[config.mk]
export PLATFORM = sky130hd
export DESIGN_NAME = obstacle_collision_scorer_flat
export DESIGN_NICKNAME = d
export VERILOG_FILES = /design/src/rtl/obstacle_collision_scorer_pkg.sv /design/src/rtl/obstacle_collision_scorer_if.sv /design/src/rtl/obstacle_collision_scorer_bcd_score_counter.sv /design/src/rtl/obstacle_collision_scorer.sv /design/src/flat_wrapper.sv
export SDC_FILE = /design/constraint.sdc
export NUM_CORES = 1
export LEC_CHECK = 0
export CORE_MARGIN = 2
export CORE_UTILIZATION = 55
export CTS_CLUSTER_SIZE = 25
export DETAILED_ROUTE_END_ITERATION = 8
export GPL_TIMING_DRIVEN = 0
export HOLD_SLACK_MARGIN = 0.06
export PLACE_DENSITY = 0.95
export REMOVE_ABC_BUFFERS = 1
export SLEW_MARGIN = 20
export SYNTH_ARGS = -nofsm -noshare
export SYNTH_HDL_FRONTEND = slang
export SYNTH_SLANG_ARGS = --single-unit
export TNS_END_PERCENT = 5
[constraint.sdc]
create_clock -name clk -period 9.65 [get_ports clk]
set_input_delay 2.4125 -clock clk [delete_from_list [all_inputs] [get_ports clk]]
set_output_delay 2.4125 -clock clk [all_outputs]
set_load 0.02 [all_outputs]
[src/rtl/obstacle_collision_scorer_pkg.sv]
// rtl/obstacle_collision_scorer_pkg.sv - shared screen/sprite constants and game state type
package obstacle_collision_scorer_pkg;

    localparam int SCREEN_H       = 480;
    localparam int BIRD_X         = 100;
    localparam int BIRD_SIZE      = 16;
    localparam int OBSTACLE_WIDTH = 40;
    localparam int GRACE_CYCLES   = 1024;

    typedef enum logic [1:0] {
        IDLE,
        PLAY,
        HIT,
        OVER
    } game_state_t;

endpackage

[src/rtl/obstacle_collision_scorer_if.sv]
// rtl/obstacle_collision_scorer_if.sv - obstacle/bird sample inputs and game status outputs
interface obstacle_collision_scorer_if;

    logic        start;
    logic [8:0]  bird_y;
    logic [9:0]  x;
    logic [8:0]  yTop;
    logic [8:0]  yBot;
    logic        collision;
    logic        playing;
    logic        game_over;
    logic [11:0] score_bcd;

    modport master (
        output start, bird_y, x, yTop, yBot,
        input  collision, playing, game_over, score_bcd
    );

    modport slave (
        input  start, bird_y, x, yTop, yBot,
        output collision, playing, game_over, score_bcd
    );

endinterface

[src/rtl/obstacle_collision_scorer_bcd_score_counter.sv]
// rtl/obstacle_collision_scorer_bcd_score_counter.sv - three-digit BCD counter, saturating at 999
module bcd_score_counter (
    input  logic        clk,
    input  logic        reset,
    input  logic        clear,
    input  logic        inc,
    output logic [11:0] value
);

    logic [11:0] value_next;

    always_comb begin
        value_next = value;
        if (value[3:0] != 4'd9) begin
            value_next[3:0] = value[3:0] + 4'd1;
        end else begin
            value_next[3:0] = 4'd0;
            if (value[7:4] != 4'd9) begin
                value_next[7:4] = value[7:4] + 4'd1;
            end else begin
                value_next[7:4]  = 4'd0;
                value_next[11:8] = value[11:8] + 4'd1;
            end
        end
    end

    // The 999 guard also keeps the hundreds digit from leaving BCD range
    always_ff @(posedge clk) begin
        if (reset || clear) begin
            value <= 12'h000;
        end else if (inc && value != 12'h999) begin
            value <= value_next;
        end
    end

endmodule

[src/rtl/obstacle_collision_scorer.sv]
// rtl/obstacle_collision_scorer.sv - bird/pipe/ground collision, BCD scoring and game-state FSM
// Optional: define COLLISION_GRACE_EN to mask pipe hits for GRACE_CYCLES after each game start.
module obstacle_collision_scorer
    import obstacle_collision_scorer_pkg::*;
(
    input  logic                         clk,
    input  logic                         reset,
    obstacle_collision_scorer_if.slave   bus
);

    localparam logic [10:0] BIRD_LEFT  = 11'(BIRD_X);
    localparam logic [10:0] BIRD_RIGHT = 11'(BIRD_X + BIRD_SIZE - 1);
    localparam logic [10:0] OBST_W     = 11'(OBSTACLE_WIDTH);
    localparam logic [10:0] OBST_W_M1  = 11'(OBSTACLE_WIDTH - 1);
    localparam logic [10:0] BIRD_S_M1  = 11'(BIRD_SIZE - 1);
    localparam logic [10:0] SCREEN_ROWS = 11'(SCREEN_H);
    localparam logic [10:0] GROUND_ROW = 11'(SCREEN_H - 1);

    game_state_t state, state_next;
    logic        start_game;
    logic        scored;
    logic [9:0]  prev_x;
    logic [11:0] score;

    logic [10:0] x_w, bird_bot, bot_edge;
    logic        h_ov, top_ov, bot_ov, gnd_ov, pipe_hit, hit, grace_active;
    logic        respawn, pass, inc;

    // 11-bit widening keeps x+OBST_W and bird_y+size from wrapping
    assign x_w      = {1'b0, bus.x};
    assign bird_bot = {2'b00, bus.bird_y} + BIRD_S_M1;
    assign bot_edge = SCREEN_ROWS - {2'b00, bus.yBot};

    assign h_ov     = (x_w <= BIRD_RIGHT) && (x_w + OBST_W_M1 >= BIRD_LEFT);
    assign top_ov   = (bus.yTop != 9'd0) && (bus.bird_y < bus.yTop);
    assign bot_ov   = (bus.yBot != 9'd0) && (bird_bot >= bot_edge);
    assign gnd_ov   = bird_bot >= GROUND_ROW;
    assign pipe_hit = h_ov && (top_ov || bot_ov);
    assign hit      = (pipe_hit && !grace_active) || gnd_ov;

`ifdef COLLISION_GRACE_EN
    logic [9:0] grace_cnt;

    always_ff @(posedge clk) begin
        if (reset) begin
            grace_cnt <= 10'd0;
        end else if (start_game) begin
            grace_cnt <= 10'(GRACE_CYCLES - 1);
        end else if (state == PLAY && grace_cnt != 10'd0) begin
            grace_cnt <= grace_cnt - 10'd1;
        end
    end

    assign grace_active = (grace_cnt != 10'd0);
`else
    assign grace_active = 1'b0;
`endif

    always_ff @(posedge clk) begin
        if (reset) begin
            state <= IDLE;
        end else begin
            state <= state_next;
        end
    end

    always_comb begin
        state_next = state;
        start_game = 1'b0;
        case (state)
            IDLE: begin
                if (bus.start) begin
                    state_next = PLAY;
                    start_game = 1'b1;
                end
            end
            PLAY: begin
                if (hit) begin
                    state_next = HIT;
                end
            end
            HIT: begin
                state_next = OVER;
            end
            OVER: begin
                if (bus.start) begin
                    state_next = PLAY;
                    start_game = 1'b1;
                end
            end
            default: begin
                state_next = IDLE;
            end
        endcase
    end

    // A respawn (x jumping right) re-arms scoring and wins over a same-cycle pass
    assign respawn = bus.x > prev_x;
    assign pass    = (x_w + OBST_W) < BIRD_LEFT;
    assign inc     = (state == PLAY) && pass && !scored && !respawn;

    always_ff @(posedge clk) begin
        if (reset) begin
            prev_x <= 10'd0;
            scored <= 1'b0;
        end else begin
            prev_x <= bus.x;
            if (start_game) begin
                scored <= 1'b0;
            end else if (state == PLAY) begin
                if (respawn) begin
                    scored <= 1'b0;
                end else if (inc) begin
                    scored <= 1'b1;
                end
            end
        end
    end

    bcd_score_counter u_score (
        .clk   (clk),
        .reset (reset),
        .clear (start_game),
        .inc   (inc),
        .value (score)
    );

    assign bus.collision = (state == HIT) || (state == OVER);
    assign bus.playing   = (state == PLAY);
    assign bus.game_over = (state == OVER);
    assign bus.score_bcd = score;

endmodule

[src/flat_wrapper.sv]
// flat-port wrapper written by rule: the top's interface ports become plain ports
module obstacle_collision_scorer_flat import obstacle_collision_scorer_pkg::*;
  (clk, reset, bus_start, bus_bird_y, bus_x, bus_yTop, bus_yBot, bus_collision, bus_playing, bus_game_over, bus_score_bcd);
  obstacle_collision_scorer_if bus_i ();
  input  logic clk;
  input  logic reset;
  input wire logic [$bits(bus_i.start)-1:0] bus_start;
  input wire logic [$bits(bus_i.bird_y)-1:0] bus_bird_y;
  input wire logic [$bits(bus_i.x)-1:0] bus_x;
  input wire logic [$bits(bus_i.yTop)-1:0] bus_yTop;
  input wire logic [$bits(bus_i.yBot)-1:0] bus_yBot;
  output wire logic [$bits(bus_i.collision)-1:0] bus_collision;
  output wire logic [$bits(bus_i.playing)-1:0] bus_playing;
  output wire logic [$bits(bus_i.game_over)-1:0] bus_game_over;
  output wire logic [$bits(bus_i.score_bcd)-1:0] bus_score_bcd;
  assign bus_i.start = bus_start;
  assign bus_i.bird_y = bus_bird_y;
  assign bus_i.x = bus_x;
  assign bus_i.yTop = bus_yTop;
  assign bus_i.yBot = bus_yBot;
  assign bus_collision = bus_i.collision;
  assign bus_playing = bus_i.playing;
  assign bus_game_over = bus_i.game_over;
  assign bus_score_bcd = bus_i.score_bcd;
  obstacle_collision_scorer u_core (.clk(clk), .reset(reset), .bus(bus_i));
endmodule
# After elaboration in Yosys (flattened, before gate mapping)
# Cells that the tools add are included.
# Widths: inputs -> output; s select.
# totals
mem_count	0
in_bits	40
mem_bits_ro	0
latch_bits	0
elab_cells	63
out_inout_bits	15
regBits	25
ramBits	0
# classes
multipliers	0
div	0
bitwise_logic	2
n_mux	9
n_eq_ne	8
n_addsub	7
shift	0
reduce_logical	24
magnitude_cmp	7
# ops
op	n
$add 10x6->11 const B	2
$reduce_bool 9->1	2
$add 4x1->4 const B	3
$ne 12x12->1 const B	1
$ge 11x11->1	1
$ge 11x7->1 const B	1
$ge 11x9->1 const B	1
$lt 11x7->1 const B	1
$add 9x4->10 const B	1
$gt 10x10->1	1
$le 10x7->1 const B	1
$sub 9x9->10 const A	1
$lt 9x9->1	1
$logic_and 1x1->1	8
$mux 4	2
$ne 4x4->1 const B	2
$pmux 2 s3	1
$reduce_and 2->1	3
$eq 2x2->1 const B	2
$logic_or 1x1->1	4
$mux 1	4
$mux 2	2
$ne 2x1->1 const B	2
$reduce_or 2->1	2
6 further kinds	8

# Depth between registers and ports, before layout
# Gate-level depths: netlist of run 1.
# depth
depth_word	8
ltp_mapped	13
ltp_nobuf	13

# By module
# A second synthesis of run 1 with hierarchy kept.
# hier_totals
cells_unflattened	274
hier_area_um2	2268.4
# modules_own_cells
mod	area_each_um2	seq_area_each_um2	cells_per_inst	instances
obstacle_collision_scorer	1632.8	260.2	203	1
bcd_score_counter	635.6	240.2	71	1

# Worst setup path after synthesis of run 1
# No wires, ideal clock.
# synth_path
path_kind	input port to flip-flop
startpoint	in bus_bird_y[0]
endpoint	reg u_core.state[0]
setup_slack_ns	4.744
arrival_time_ns	4.782
cell_stages	11
n_path_buf	0
t_required_ns	9.527
setup_time_ns	0.123
cell_sequence	inv_1 ha_1 nor3b_2 nor2_1 xor2_1 ha_1 nand4_1 o41a_1 a221o_1 a21oi_1 mux2_1
# synth_between
elab_chain_len	8
elab_cells_between_ends	11
cone_classes	add/sub: 1; order compare: 3; eq/ne: 1; reduce/logical: 6
# synth_lines
element	line_no	text
start: declaration	flat_wrapper.sv:8	input wire logic [$bits(bus_i.bird_y)-1:0] bus_bird_y;
$add 9x4->10	obstacle_collision_scorer.sv:31	assign bird_bot = {2'b00, bus.bird_y} + BIRD_S_M1;
$ge 11x11->1	obstacle_collision_scorer.sv:36	assign bot_ov = (bus.yBot != 9'd0) && (bird_bot >= bot_edge);
$logic_and 1x1->1	obstacle_collision_scorer.sv:36	
$logic_or 1x1->1	obstacle_collision_scorer.sv:38	assign pipe_hit = h_ov && (top_ov || bot_ov);
$logic_and 1x1->1	obstacle_collision_scorer.sv:38	
$logic_or 1x1->1 *	obstacle_collision_scorer.sv:39	assign hit = (pipe_hit && !grace_active) || gnd_ov;
$ne 2x1->1 (no line) *	n/a	
$reduce_and 2->1 (no line) *	n/a	
end signal: assignment	obstacle_collision_scorer.sv:63	state <= state_next;
end: declaration	obstacle_collision_scorer.sv:19	game_state_t state, state_next;
# Mark *: on every way between the ends. The rest lies on a longest branch, timed or not.
# A chain may end at the register's enable or synchronous reset.

# Final worst setup path of run 1
# Ends and elaborated chain as after synthesis.

==> out/results.tsv, run 1 <==
metric	value	unit
coreArea	4060	um^2
grt_overflow	0	
finalNonFillerCells	393	
ant_nets	0	
drtIter0Drc	143	
worstPathMaxFanout	8	
placed_area	2940	um^2
cts.sinks	25	
grt_pass1_wl	9560	um
wl	5630	um
dpl.cell_count	389	
cp.required	9.82	ns
firstDrtPassIters	4	
dpl.hpwl	4510	um
synthDistinctLibCells	55	
syn_area	2360	um^2
maxSlewViolCount	0	
vdd_ir_drop_max	0.0901	mV
io_pins	55	
crit_arrival	5.68	ns
period_needed	5.51	ns
final_common_cell	clkdlybuf4s50_1	
cp-start-kind	input port	
synth.avg_cell_area	8.14	um^2
crit_type	input port to flip-flop	
gp_congestion	0.841	
worstMarginPinSlew	0.589	ns
grtUsageTotal	23.3	%
postCtsResizedCells	0	
grt_pass1_vias	2256	
synth_area_leaders	dfxtp_1, ha_1, inv_1, nor2b_1, a21oi_1	
io_buffers	54	
use_met2	44.6	%
rows	23	
nFillCells	307	
setup_viol	0	
drv_cap	0	
endpoint_kind	flip-flop	
synth_top_area_share	21.2	%
busiest_layer	met2	
die_height	69.5	um
antennaDiodeCount	0	
die_x	69.5	um
postCtsHoldBufs	0	
netlist_instances	290	
design_area	2980	um^2
ys_seq_area_share	21.2	%
ys_async_sr_fraction	0	%
antenna_found_initial	0	
synth_area_leader_cell	dfxtp_1	
start_util	58.2	%
finalHoldViolations	0	
ys.flop_type	dfxtp_1	
whs_path_depth	2	
final_cell_mix	clkdlybuf4s50_1, inv_1, ha_1, dfxtp_1, nor2_1	
drive_gt1_share	4.37	%
synth_warnings	0	
leakagePower	0.00124	uW
p_per_area	102	nW/um^2
nets	421	
route.detailed.drc	0	
grtUsageMet3	2.33	%
cts_buffer_depth	2	
setup_tns	0	ns
skew	0.000962	ns
outcome	finished, final reports clean	
area_growth_syn_to_layout	26.3	%
cts_inserted_buffers	3	
ctsRootBufferMaster	clkbuf_8	
r2r_cells	8	
post_drt_wl_per_cell	14.3	um
htreeDepth	1	
rsz0062_at_grt	no	
min_period_over_period	57.1	%
die-area	4830	um^2
relSlewSlack	60.6	%
hold_path.class	flip-flop to flip-flop	
cts_tree	yes	
grt_max_degree	17	
vias_per_cell	5.98	
clkTransAtPathRegs	0.09	ns
met1_usage	26.2	%
vias	2351	
clk-insertion-delay-late	0.28	ns
max_clock_freq	181	MHz
ys_ff_latch	25	
synth_edf_count	0	
cts_setup_buffers	0	
==> flip-flops by register name, summed over array words and instances (netlist names) <==
name,flops
u_core.state,2
u_core.scored,1
u_core.prev_x,10
u_core.u_score.value,12
==> cells in the mapped netlist, types with 5 or more instances <==
| library cell | count |
|---|---|
| nor2_1 | 21 |
| xor2_1 | 9 |
| xnor2_1 | 7 |
| a21o_1 | 5 |
| nand3_1 | 11 |
| nor2b_1 | 14 |
| nor3_1 | 5 |
| dfxtp_1 | 25 |
| inv_1 | 37 |
| ha_1 | 37 |
| o21ai_0 | 7 |
| nand2_1 | 15 |
| a21oi_1 | 17 |
| o31ai_1 | 5 |
| nand4_1 | 6 |
| o2111ai_1 | 5 |
==> critical path: stages <==
cell	delay, ns
clkdlybuf4s50_1	0.55
inv_1	0.11
ha_1	0.25
nor3b_2	0.37
nor2_1	0.12
xor2_1	0.16
ha_1	0.30
nand4_1	0.12
o41a_1	0.42
a221o_1	0.37
a21oi_1	0.17
mux2_1	0.32
==> area by class of cell <==
type	instances	area, um^2	share of cell area (%)
clock buffers	3	41.3	1.38
well taps	50	62.6	2.10
flip-flops and latches	25	500	16.8
multi-input cells	223	1690	56.8
repair buffers	54	541	18.1
inverters	37	139	4.66
clock inverters	1	5.00	0.168
==> power breakdown <==
group	internal [uW]	switching (uW)
clock network	29.0	36.2
logic	60.7	66.8
registers	109	3.81
==> routing by layer <==
metal,vias up,part of all wire [%]
li1,1161,-
met1,1097,42
met2,82,51
met3,11,5.0
met4,0,2.1
met5,-,0
==> kinds of logic (layout without fill, tap and decap cells) <==
logic type               after synthesis  in the layout  synth area share, %
adder cells (fa/ha/maj)               37             37                 19.6
AO/OA/AOI/OAI                         68             68                 21.4
AND/OR/NAND/NOR                      100            100                 23.9
multiplexers                           2              2                0.901
buffers and inverters                 42             95                 7.05
XOR/XNOR                              16             16                 5.94
flip-flops                            25             25                 21.2
==> through the flow <==
step                      setup slack, ns  utilization, %  power (uW)  hold WS, ns
final                                4.14            73.5         305        0.516
after floorplan                      4.74               -         190        0.506
after detailed placement             3.88            72.4         241        0.502
after global placement               3.93            72.4         233        0.494
after global routing                 3.94            73.5         324        0.542
after CTS                            4.15            73.5         303        0.514
==> worst paths after layout <==
kind / startpoint / end / slack [ns]
hold / removal: u_core.u_score.value[11] / u_core.u_score.value[11] / 0.52
hold reg to reg: u_core.u_score.value[11] / u_core.u_score.value[11] / 0.52
setup reg to reg: u_core.prev_x[3] / u_core.u_score.value[11] / 7.14
setup / recovery: bus_bird_y[0] / u_core.state[0] / 4.14
No activity file was read; power rests on OpenSTA's default activity.
==> run 2: changes to the inputs <==
- CORE_UTILIZATION: 55 -> 46
- PLACE_DENSITY: 0.95 -> 0.85
- clock period: 9.65 -> 4.5 ns (I/O delays scaled with it)
==> run 2 against run 1 <==
Sequential share of layout area shrank 0.14 points. Core utilization shrank 14 points. First-iteration DRC count shrank 69%. Sequential power grew 110%. Clock skew grew 0.0039 ns. Critical endpoint unchanged. Largest cell class unchanged.
==> out/results.tsv, run 2 (synthesized netlist as in run 1, its figures left out) <==
metric	value	unit
finalHoldViolations	0	
endpoint_kind	flip-flop	
vdd_ir_drop_max	0.158	mV
finalNonFillerCells	413	
io_pins	55	
die_x	75.6	um
wl	5340	um
cp-start-kind	input port	
outcome	finished, final reports clean	
setup_tns	0	ns
cts.sinks	25	
area_growth_syn_to_layout	27.4	%
final_core_util	59.7	%
cp_top_family	compound AO/OA/AOI/OAI gates	
postCtsHoldBufs	0	
placed_area	2960	um^2
vias	2283	
firstDrtPassIters	4	
coreArea	5040	um^2
regMostFlops	u_core.u_score.value	
skew	0.00485	ns
cpPeakStageDelay	0.55	ns
crit_type	input port to flip-flop	
hold_start	u_core.u_score.value[11]	
final_common_cell	clkdlybuf4s50_1	
max_clock_freq	238	MHz
rows	26	
route.detailed.drc	0	
worstMarginPinSlew	0.575	ns
top_regs	u_core.u_score.value (12), u_core.prev_x (10), u_core.state (2)	
start_util	46.8	%
cts_tree	yes	
die-area	5720	um^2
hold_path.class	flip-flop to flip-flop	
clk-insertion-delay-late	0.27	ns
ctsRootBufferMaster	clkbuf_8	
largest_reg_flops	12	
period_needed	4.21	ns
nets	421	
r2r_end	u_core.u_score.value[7]	
postCtsResizedCells	0	
drv_cap	0	
rsz0062_at_grt	no	
cts_buffer_depth	2	
final_cell_mix	clkdlybuf4s50_1, inv_1, ha_1, dfxtp_1, nor2_1	
worst-path-buf-inv	2	
clkTransAtPathRegs	0.08	ns
ant_nets	0	
io_buffers	54	
r2r_cells	8	
cts_setup_buffers	0	
timing.rr.start	u_core.prev_x[3]	
drtIter0Drc	44	
design_area	3010	um^2
leakagePower	0.00124	uW
whs_path_depth	2	
post_drt_wl_per_cell	12.9	um
path_cells	clkdlybuf4s50_1 -> inv_1 -> ha_1 -> nor3b_2 -> nor2_1 -> xor2_1 -> ha_1 -> nand4_1 -> o41a_1 -> a221o_1 -> a21oi_1 -> mux2_1	
grt_overflow	0	
cts_inserted_buffers	3	
die_height	75.6	um
nFillCells	462	
crit_arrival	4.37	ns
min_to	u_core.u_score.value[11]	
dpl.hpwl	4290	um
timing.critical_path.mode_cell	ha_1	
grt_max_degree	17	
min_period_over_period	93.5	%
grtUsageTotal	19.5	%
r2r_slack	2.07	ns
vias_per_cell	5.53	
p_per_area	212	nW/um^2
maxSlewViolCount	0	
relSlewSlack	61.5	%
worstPathMaxFanout	8	
setup_viol	0	
grt_pass1_wl	8910	um
drive_gt1_share	4.37	%
cp.required	4.66	ns
antenna_found_initial	0	
dpl.cell_count	409	
cp_slowest_cell	clkdlybuf4s50_1	
antennaDiodeCount	0	
gp_congestion	0.866	
htreeDepth	1	
grt_pass1_vias	2190	
-- run 2: area by class of cell --
cell class / count / area (um^2) / area share, %
multi-input combinational: 223 / 1690 / 56.3
timing repair buffer: 54 / 541 / 18.0
sequential: 25 / 500 / 16.6
inverter: 37 / 139 / 4.62
tap: 70 / 87.6 / 2.91
clock buffer: 3 / 41.3 / 1.37
clock inverter: 1 / 5.00 / 0.166
-- run 2: worst max-delay path by stage --
stage / startpoint / end / slack (ns) / cells after the start
finish: bus_bird_y[0] / u_core.state[0] / 0.29 / 12
floorplan: bus_bird_y[0] / u_core.state[0] / 0.88 / 11
CTS: bus_bird_y[0] / u_core.state[0] / 0.32 / 12
global placement: bus_bird_y[0] / u_core.state[0] / 0.05 / 12
global route: bus_bird_y[0] / u_core.state[0] / 0.13 / 12
detailed placement: bus_bird_y[0] / u_core.state[0] / 0.04 / 12
-- run 2: worst reg2reg max path: stages, from the launching register on --
cell and delay (ns):
dfxtp_1 0.31, inv_1 0.04, ha_1 0.27, a21o_1 0.16, a21o_1 0.18, a221oi_2 0.50, o21ai_2 0.24, or4_1 0.50
a31oi_1 0.15
-- run 2: metal layers --
layer | part of all wire, % | vias to the layer above | track usage, %
met5 | 0 | - | 0
met4 | 1.1 | 0 | 4.87
met3 | 4.2 | 9 | 1.72
met2 | 49 | 52 | 37.7
met1 | 46 | 1057 | 23.1
li1 | - | 1165 | -
-- run 2: stage by stage --
| stage | total power [uW] | hold slack (ns) | worst slack (ns) |
|---|---|---|---|
| finish | 639 | 0.511 | 0.293 |
| detailed placement | 514 | 0.500 | 0.0381 |
| CTS | 646 | 0.512 | 0.317 |
| global placement | 502 | 0.486 | 0.0452 |
| floorplan | 407 | 0.506 | 0.882 |
| global route | 689 | 0.548 | 0.130 |
-- run 2: where the power goes --
| group | switching [uW] | internal [uW] | total [uW] |
|---|---|---|---|
| combinational | 140 | 129 | 269 |
| sequential | 7.72 | 233 | 241 |
| clock | 67.6 | 61.8 | 129 |
| total | 215 | 424 | 639 |
==> run 3: changes to the inputs <==
- REMOVE_ABC_BUFFERS: 1 -> unset
==> run 3 against run 2 <==
Routed wire length shrank 0.36%. Register-to-register slack better by 0.03 ns. Global-route usage down 0.60 points. Highest routed layer unchanged.
==> out/results.tsv, run 3 (synthesized netlist as in run 1, its figures left out) <==
metric	value	unit
cts_buffer_depth	2	
nets	426	
rsz0062_at_grt	no	
cts.sinks	25	
top_regs	u_core.u_score.value (12), u_core.prev_x (10), u_core.state (2)	
worstMarginPinSlew	0.515	ns
clk-insertion-delay-late	0.27	ns
synthesis.nets	367	
leakagePower	0.00125	uW
grtUsageTotal	18.9	%
worstPathMaxFanout	8	
crit_arrival	4.41	ns
power_frac_clock	20.8	%
drtIter0Drc	80	
wl	5320	um
timing.rr.start	u_core.prev_x[3]	
pre_cts_ws	-0.00495	ns
outcome	finished, final reports clean	
finalHoldViolations	0	
antennaDiodeCount	0	
die_height	75.6	um
max_clock_freq	236	MHz
hold_start	u_core.u_score.value[11]	
area_growth_syn_to_layout	28.5	%
post_drt_wl_per_cell	12.7	um
r2r_cells	9	
postCtsHoldBufs	0	
antenna_found_initial	0	
p_per_area	213	nW/um^2
endpoint	u_core.state[0]	
rows	26	
finalPower	646	uW
io_pins	55	
whs_path_depth	2	
route.detailed.drc	0	
critPathLaunch	bus_bird_y[0]	
regMostFlops	u_core.u_score.value	
htreeDepth	1	
crit_type	input port to flip-flop	
die_x	75.6	um
cp-start-kind	input port	
setup_viol	0	
ctsRootBufferMaster	clkbuf_8	
worst_slack	0.261	ns
die-area	5720	um^2
swShare	33.8	%
grt_pass1_wl	8680	um
period_needed	4.24	ns
final_common_cell	clkdlybuf4s50_1	
final_cell_mix	clkdlybuf4s50_1, inv_1, ha_1, dfxtp_1, nor2_1	
combPwrFrac	41.8	%
postCtsResizedCells	0	
maxSlewViolCount	0	
grt_overflow	0	
relSlewSlack	65.7	%
ant_nets	0	
r2r_end	u_core.u_score.value[10]	
gp_congestion	0.886	
drv_cap	0	
largest_reg_flops	12	
grt_pass1_vias	2095	
cts_inserted_buffers	3	
drive_gt1_share	4.60	%
endpoint_kind	flip-flop	
vdd_ir_drop_max	0.194	mV
firstDrtPassIters	4	
clkTransAtPathRegs	0.09	ns
io_buffers	54	
pwr-share-seq	37.3	%
cell_internal_pwr	427	uW
vias	2301	
start_util	46.8	%
hold_path.class	flip-flop to flip-flop	
vias_per_cell	5.50	
r2r_slack	2.10	ns
grt_max_degree	14	
coreArea	5040	um^2
p_switching	218	uW
cts_tree	yes	
cp.required	4.67	ns
dpl.hpwl	4270	um
skew	0.00480	ns
min_period_over_period	94.2	%
nFillCells	448	
cts_setup_buffers	0	
[run 3: critical path, cell delays in order]
cell and delay [ns]:
clkdlybuf4s50_1 0.56, inv_1 0.12, ha_1 0.24, nor3b_2 0.37
nor2_1 0.11, xor2_1 0.17, ha_1 0.31, nand4_1 0.12
o41a_1 0.42, a221o_1 0.37, a21oi_1 0.17, mux2_1 0.33
[run 3: worst min path at each step]
stage | end | slack (ns)
floorplan | u_core.state[1] | 0.51
global placement | u_core.u_score.value[11] | 0.49
detailed placement | u_core.u_score.value[11] | 0.50
CTS | u_core.u_score.value[11] | 0.51
global route | u_core.u_score.value[10] | 0.54
finish | u_core.u_score.value[11] | 0.51
[run 3: cell type report]
class / count / area, um^2 / share of cell area (%)
multi-input cells: 223 / 1690 / 55.8
plain buffers: 5 / 27.5 / 0.907
repair buffers: 54 / 541 / 17.8
flip-flops and latches: 25 / 500 / 16.5
clock buffers: 4 / 45.0 / 1.48
inverters: 37 / 139 / 4.58
well taps: 70 / 87.6 / 2.89
[run 3: power groups by stage]
stage                     Combinational, uW  Clock, uW  Sequential [uW]
after floorplan                         166          0              244
after global placement                  260          0              245
after detailed placement                268          0              247
after CTS                               270        135              241
after global routing                    305        141              244
final                                   270        135              241
[run 3: stage by stage]
stage | area, um^2 | TNS [ns] | cells | hold WS [ns] | utilization (%)
2_1_floorplan | 2360 | 0 | 290 | 0.506 | -
3_3_place_gp | 2990 | 0 | 414 | 0.487 | 59.3
3_5_place_dp | 2990 | -0.00495 | 414 | 0.502 | 59.3
4_1_cts | 3030 | 0 | 418 | 0.514 | 60.2
5_1_grt | 3030 | 0 | 418 | 0.538 | 60.2
6_report | 3030 | 0 | 418 | 0.507 | 60.2
[run 3: metal layers]
layer / global-route usage [%] / vias to the layer above / share of wire, % / routed length, um
li1: - / 1170 / - / -
met1: 23.4 / 1073 / 46 / 2420
met2: 35.4 / 53 / 49 / 2620
met3: 1.59 / 5 / 4.2 / 224
met4: 4.68 / 0 / 0.90 / 48
met5: 0 / - / 0 / 0
